## src/rtl/dcfx_pkg.sv

```systemverilog
// Shared definitions for the effects chain: effect selectors, gate FSM states and gate constants.
package dcfx_pkg;

    localparam logic [2:0] EFF_NONE  = 3'd0;
    localparam logic [2:0] EFF_GATE  = 3'd1;
    localparam logic [2:0] EFF_COMP  = 3'd2;
    localparam logic [2:0] EFF_DRIVE = 3'd3;
    localparam logic [2:0] EFF_DELAY = 3'd4;

    typedef enum logic [2:0] {
        GateClosed,
        GateAttack,
        GateOpen,
        GateHold,
        GateRelease
    } gate_state_e;

    localparam int unsigned GateThrBase = 32;
    localparam int unsigned GateUnity   = 256;

    // Level 1..7 maps to 64..4096; level 0 is bypass and its value is never compared.
    function automatic logic [15:0] gate_open_thr(input logic [2:0] level);
        return 16'(GateThrBase << level);
    endfunction

endpackage

```

## src/rtl/env_follower.sv

```systemverilog
// One-pole envelope follower on |sample|, advanced only on accepted samples.
module env_follower #(
    parameter int unsigned ENV_SHIFT = 4
) (
    input  logic               i_clk,
    input  logic               i_rst,
    input  logic               i_accept,
    input  logic signed [15:0] i_sample,
    output logic [15:0]        o_env
);

    logic [15:0]        env_q, env_d;
    logic [15:0]        mag;
    logic signed [16:0] diff;
    logic signed [16:0] step;

    always_comb begin
        if (i_sample == 16'sh8000) begin
            mag = 16'h7fff;
        end else if (i_sample[15]) begin
            mag = ~i_sample + 16'd1;
        end else begin
            mag = i_sample;
        end
        diff  = $signed({1'b0, mag}) - $signed({1'b0, env_q});
        // Arithmetic shift floors, so a silent input decays the envelope all the way to 0.
        step  = diff >>> ENV_SHIFT;
        env_d = env_q;
        if (i_accept) begin
            env_d = env_q + 16'(step);
        end
    end

    always_ff @(posedge i_clk) begin
        if (i_rst) begin
            env_q <= '0;
        end else begin
            env_q <= env_d;
        end
    end

    assign o_env = env_q;

endmodule

```

## src/rtl/noise_gate.sv

```systemverilog
// Noise gate with hysteresis, hold and attack/release gain ramps on a valid/ready sample stream.
module noise_gate
    import dcfx_pkg::*;
#(
    parameter int unsigned HOLD_SAMPLES = 480,
    parameter int unsigned ATTACK_STEP  = 32,
    parameter int unsigned RELEASE_STEP = 1,
    parameter int unsigned ENV_SHIFT    = 4
) (
    input  logic               i_clk,
    input  logic               i_rst,
    input  logic [2:0]         i_level,
    input  logic               i_valid,
    input  logic signed [15:0] i_sample,
    output logic               o_ready,
    output logic               o_valid,
    output logic signed [15:0] o_sample,
    input  logic               i_ready,
    output logic               o_gate_open
);

    localparam int unsigned HoldW = (HOLD_SAMPLES > 1) ? $clog2(HOLD_SAMPLES) : 1;
    localparam logic [8:0]  Unity = 9'(GateUnity);

    gate_state_e        state_q, state_d;
    logic [8:0]         gain_q, gain_d;
    logic [HoldW-1:0]   hold_q, hold_d;
    logic               valid_q, valid_d;
    logic signed [15:0] sample_q, sample_d;
    logic               gate_open_q, gate_open_d;

    logic               accept;
    logic [15:0]        env;
    logic [15:0]        thr_open, thr_close;
    logic [8:0]         gain_used;
    logic signed [24:0] prod;
    logic [31:0]        gain_sum;

    assign o_ready   = !valid_q || i_ready;
    assign accept    = i_valid && o_ready;
    assign thr_open  = gate_open_thr(i_level);
    assign thr_close = thr_open - (thr_open >> 2);

    env_follower #(
        .ENV_SHIFT(ENV_SHIFT)
    ) u_env (
        .i_clk    (i_clk),
        .i_rst    (i_rst),
        .i_accept (accept),
        .i_sample (i_sample),
        .o_env    (env)
    );

    // Output stage scales by the gain in force before this sample's FSM update.
    always_comb begin
        gain_used = (i_level == 3'd0) ? Unity : gain_q;
        prod      = $signed({{9{i_sample[15]}}, i_sample}) * $signed({16'd0, gain_used});
        valid_d   = valid_q;
        sample_d  = sample_q;
        if (accept) begin
            valid_d  = 1'b1;
            sample_d = 16'(prod >>> 8);
        end else if (i_ready) begin
            valid_d = 1'b0;
        end
    end

    always_comb begin
        state_d  = state_q;
        gain_d   = gain_q;
        hold_d   = hold_q;
        gain_sum = 32'(gain_q) + ATTACK_STEP;
        if (accept) begin
            if (i_level == 3'd0) begin
                state_d = GateOpen;
                gain_d  = Unity;
            end else begin
                unique case (state_q)
                    GateClosed: begin
                        gain_d = '0;
                        if (env >= thr_open) state_d = GateAttack;
                    end
                    GateAttack: begin
                        if (gain_sum >= 32'(GateUnity)) begin
                            gain_d  = Unity;
                            state_d = GateOpen;
                        end else begin
                            gain_d = 9'(gain_sum);
                        end
                    end
                    GateOpen: begin
                        if (env < thr_close) begin
                            state_d = GateHold;
                            hold_d  = HoldW'(HOLD_SAMPLES - 1);
                        end
                    end
                    GateHold: begin
                        if (env >= thr_open) begin
                            state_d = GateOpen;
                        end else if (hold_q == '0) begin
                            state_d = GateRelease;
                        end else begin
                            hold_d = hold_q - HoldW'(1);
                        end
                    end
                    GateRelease: begin
                        if (env >= thr_open) begin
                            state_d = GateAttack;
                        end else if (32'(gain_q) <= RELEASE_STEP) begin
                            gain_d  = '0;
                            state_d = GateClosed;
                        end else begin
                            gain_d = gain_q - 9'(RELEASE_STEP);
                        end
                    end
                    default: state_d = GateClosed;
                endcase
            end
        end
        gate_open_d = (state_d == GateAttack) || (state_d == GateOpen) || (state_d == GateHold);
    end

    always_ff @(posedge i_clk) begin
        if (i_rst) begin
            state_q     <= GateClosed;
            gain_q      <= '0;
            hold_q      <= '0;
            valid_q     <= 1'b0;
            sample_q    <= '0;
            gate_open_q <= 1'b0;
        end else begin
            state_q     <= state_d;
            gain_q      <= gain_d;
            hold_q      <= hold_d;
            valid_q     <= valid_d;
            sample_q    <= sample_d;
            gate_open_q <= gate_open_d;
        end
    end

    assign o_valid     = valid_q;
    assign o_sample    = sample_q;
    assign o_gate_open = gate_open_q;

endmodule

```

## config.mk

```make
export PLATFORM = sky130hd
export DESIGN_NAME = noise_gate
export DESIGN_NICKNAME = d
export VERILOG_FILES = /design/src/rtl/dcfx_pkg.sv /design/src/rtl/env_follower.sv /design/src/rtl/noise_gate.sv
export SDC_FILE = /design/constraint.sdc
export NUM_CORES = 1
export LEC_CHECK = 0
export ABC_CLOCK_PERIOD_IN_PS = 8000
export CAP_MARGIN = 0
export CELL_PAD_IN_SITES_DETAIL_PLACEMENT = 0
export CELL_PAD_IN_SITES_GLOBAL_PLACEMENT = 1
export CORE_MARGIN = 4
export CORE_UTILIZATION = 25
export DETAILED_ROUTE_END_ITERATION = 10
export GPL_ROUTABILITY_DRIVEN = 0
export PLACE_DENSITY = 0.52
export SLEW_MARGIN = 0
export SYNTH_ARGS = -nofsm -noshare
export SYNTH_HDL_FRONTEND = slang
export SYNTH_SLANG_ARGS = --single-unit
```

## constraint.sdc

```tcl
create_clock -name i_clk -period 8 [get_ports i_clk]
set_input_delay 1.6 -clock i_clk [delete_from_list [all_inputs] [get_ports i_clk]]
set_output_delay 1.6 -clock i_clk [all_outputs]
set_load 0.03 [all_outputs]
```

==> results.yml <==
synthesis:
  synth_area_leader_cell: "sky130_fd_sc_hd__fa_1"
  synth.most_common_cell: "sky130_fd_sc_hd__inv_1"
  synth_edf_count: 0
  synthesis.yosys.warnings: 0
  synth_flop_cell: "sky130_fd_sc_hd__dfxtp_1"
  syn-num-nets: 1418
  asyncSetResetFlopFracSynth_pct: 0
  ys_ff_latch: 55
  avgSynthCellArea_sq_um: 8.02
  synth_cell_types: 66
  synthCells: 1175
  synth.top_cell.area_share_pct: 24.4
  syn_std_cell_area_sq_mm: 0.00943
  synth_commonest_cells: "sky130_fd_sc_hd__inv_1 (158), sky130_fd_sc_hd__nand2_1 (156), sky130_fd_sc_hd__fa_1 (115), sky130_fd_sc_hd__ha_1 (105), sky130_fd_sc_hd__nor2_1 (67)"
  leading_cell_types_by_total_area_after_synthesis: "sky130_fd_sc_hd__fa_1 (24%), sky130_fd_sc_hd__ha_1 (14%), sky130_fd_sc_hd__dfxtp_1 (12%)"
  synth-seq-area-share_pct: 11.7
global_route:
  global_route_wire_length_before_repair_um: 46100
  grt_start_max_net_pins: 56
  antenna_found_initial: 0
  grtUsageTotal_pct: 14.0
  vias_in_the_first_global_route: 8298
  grt_remaining_overflow: 0
critical_path:
  cp.depth: 24
  worstPathCellList: "clkdlybuf4s50_1 > inv_1 > ha_1 > or3b_2 > or4b_1 > or2_2 > o211ai_1 > ha_1 > o21a_1 > o221a_1 > nor2_1 > nor2b_1 > nor2_1 > xnor2_1 > fa_1 > a21o_1 > a21oi_1 > o21bai_1 > a211oi_1 > o31ai_1 > o41ai_1 > o21ai_0 > mux2i_1 > o31ai_1"
  worst_setup_path_endpoint: "u_env.o_env[14]"
  crit_start: "i_sample[1]"
  critical_path.slowest_cell: "sky130_fd_sc_hd__or4b_1"
  crit_path_start_kind: "input port"
  ff2ff_path_depth: 20
  r2r_setup_slack_ns: 1.80
  worst_r2r_startpoint: "gain_q[5]"
  worst_r2r_endpoint: "o_sample[13]"
  cp.arrival_ns: 7.67
  critical_path_class: "input port to flop"
  worst-path-max-fanout: 12
  crit_path_max_incr_delay_ns: 0.56
  crit_family: "compound AO/OA/AOI/OAI gates"
  worst-endpoint-required_ns: 8.20
  worstSetupEndpointType: "flop"
  cp_num_buf_inv: 2
timing:
  grt_setup_unrepaired: "false"
  clock-skew-final_ns: 0.0139
  setup_violations: 0
  maxSlewHeadroom_pct: 39.0
  fin_tns_setup_ns: 0
  layout_worst_path_cycle_share_pct: 93.4
  timing_max_transition_violations_final: 0
  tightest_slew_ns: 0.914
  finalWorstPathRequiredPeriod_ns: 7.47
  timing.fmax_ghz: 0.134
  final_hold_viol_count: 0
power_and_ir_drop:
  vdd_drop_max_v: 0.0000791
  cell_area_power_density_mw_per_mm2: 146
  power.leakage_uw: 0.00520
drt:
  ant_nets: 0
  drc: 0
  route.vias.total: 8036
  postRouteWirelength_um: 27900
  routed_vias_inst: 4.69
  post_drt_wl_per_cell_um: 16.3
  detailedRoute.firstPassIterationCount: 5
  detail_route.iter0.violations: 393
clock_tree:
  clkLatencyLatePin_ns: 0.34
  cts_hold_buffers: 0
  tritoncts.num_buffers: 5
  cts.repair_timing.setup_buffer_count: 0
  h-tree-depth: 2
  cts.repair.resized: 0
  root_buffer: "sky130_fd_sc_hd__clkbuf_16"
  cts_tree: "built"
  cts_max_path_buffers: 2
  cts_sinks: 55
  clkSlewWorstSetupHoldPaths_ns: 0.09
floorplanning:
  top_level_ports: 42
  placementRows: 70
  design.die.area_sq_mm: 0.0409
  die_height_um: 202
  fp.dieW_um: 202
  coreArea_sq_mm: 0.0369
  initial_core_util_pct: 25.6
run_status:
  outcome: "completed"
place:
  port_buf_inserts: 41
  detailedPlacementHpwl_um: 21800
layout:
  area_delta_synth_final_pct: 14.1
  layout-drive-gt1-share_pct: 5.78
  fin_util_pct: 29.2
  finish.net_count: 1453
  diodes: 0
worst_hold_path:
  hp-class: "flop to flop"
job:
  max-cap-violations: 0
report_power, final:
group | internal, uW | switching (uW) | total, uW | leakage (uW)
logic | 405 | 539 | 944 | 0.00468
registers | 312 | 49.6 | 362 | 0.000448
clock network | 119 | 141 | 259 | 0.0000742
total | 836 | 729 | 1560 | 0.00520
routing by layer:
metal	global-route usage (%)	vias to the layer above	share of wire [%]	routed length (um)
met4	2.52	0	1.2	331
met2	23.0	131	45	12600
met3	2.97	17	4.5	1250
li1	-	3996	-	-
met5	0	-	0	0
met1	19.3	3892	49	13700
per-stage QoR:
step,setup slack (ns),hold WS (ns),cells,total power (uW),cell area (sq um)
after detailed placement,0.153,0.445,1707,1310,10600
after CTS,0.511,0.460,1715,1590,10800
after floorplan,0.613,0.449,1175,1090,9430
after global routing,0.0829,0.491,1715,1740,10800
final,0.531,0.456,1715,1560,10800
after global placement,0.145,0.445,1707,1320,10600
worst min-delay path by stage:
stage,start,end,slack (ns),depth (start not counted)
global placement,o_sample[4],o_sample[4],0.45,2
floorplan,hold_q[8],hold_q[8],0.45,2
global route,o_sample[5],o_sample[5],0.49,2
detailed placement,o_sample[11],o_sample[11],0.44,2
CTS,o_sample[3],o_sample[3],0.46,2
finish,o_sample[3],o_sample[3],0.46,2
tightest hold or removal path, cell delays in order (launching register included):
cell and delay, ns:
sky130_fd_sc_hd__dfxtp_1 0.32, sky130_fd_sc_hd__nand2_1 0.05, sky130_fd_sc_hd__a21oi_1 0.05
registers in the layout, indices dropped and copies added (netlist names):
name and count:
o_sample 16, hold_q 9, u_env.o_env 16, o_valid 1
state_q 3, gain_q 9, o_gate_open 1
cell families after synthesis:
kind of cell	share of synthesized area [%]
muxes	0.544
and+or+nand+nor	22.2
buffers and inverters	8.67
DFF	11.7
AOI/OAI and AO/OA	14.0
adders and majority gates	38.4
xor gates and xnor gates	4.55
layout by cell type, fill, tap and decap left out, drive strengths merged, types with 9 or more instances in the layout:
cell	instances
nor2b	21
nor2	67
xor2	19
and3	53
o21a	16
ha	105
nand3	24
o31ai	11
fa	115
nor3	35
o21ai	41
nand2	156
dfxtp	55
clkdlybuf4s50	40
xnor2	30
buf	47
or3	15
a31oi	10
nand2b	11
inv	159
a21oi	61
or4	9
and2	9
layout make-up:
| class | count | area [sq um] |
|---|---|---|
| multi-input cells | 903 | 7520 |
| repair buffers | 87 | 763 |
| clock buffers | 5 | 125 |
| clock inverters | 3 | 22.5 |
| well taps | 504 | 631 |
| inverters | 158 | 593 |
| fillers | 4029 | 26100 |
| flip-flops and latches | 55 | 1100 |
Power figures use the tool's default switching activity.
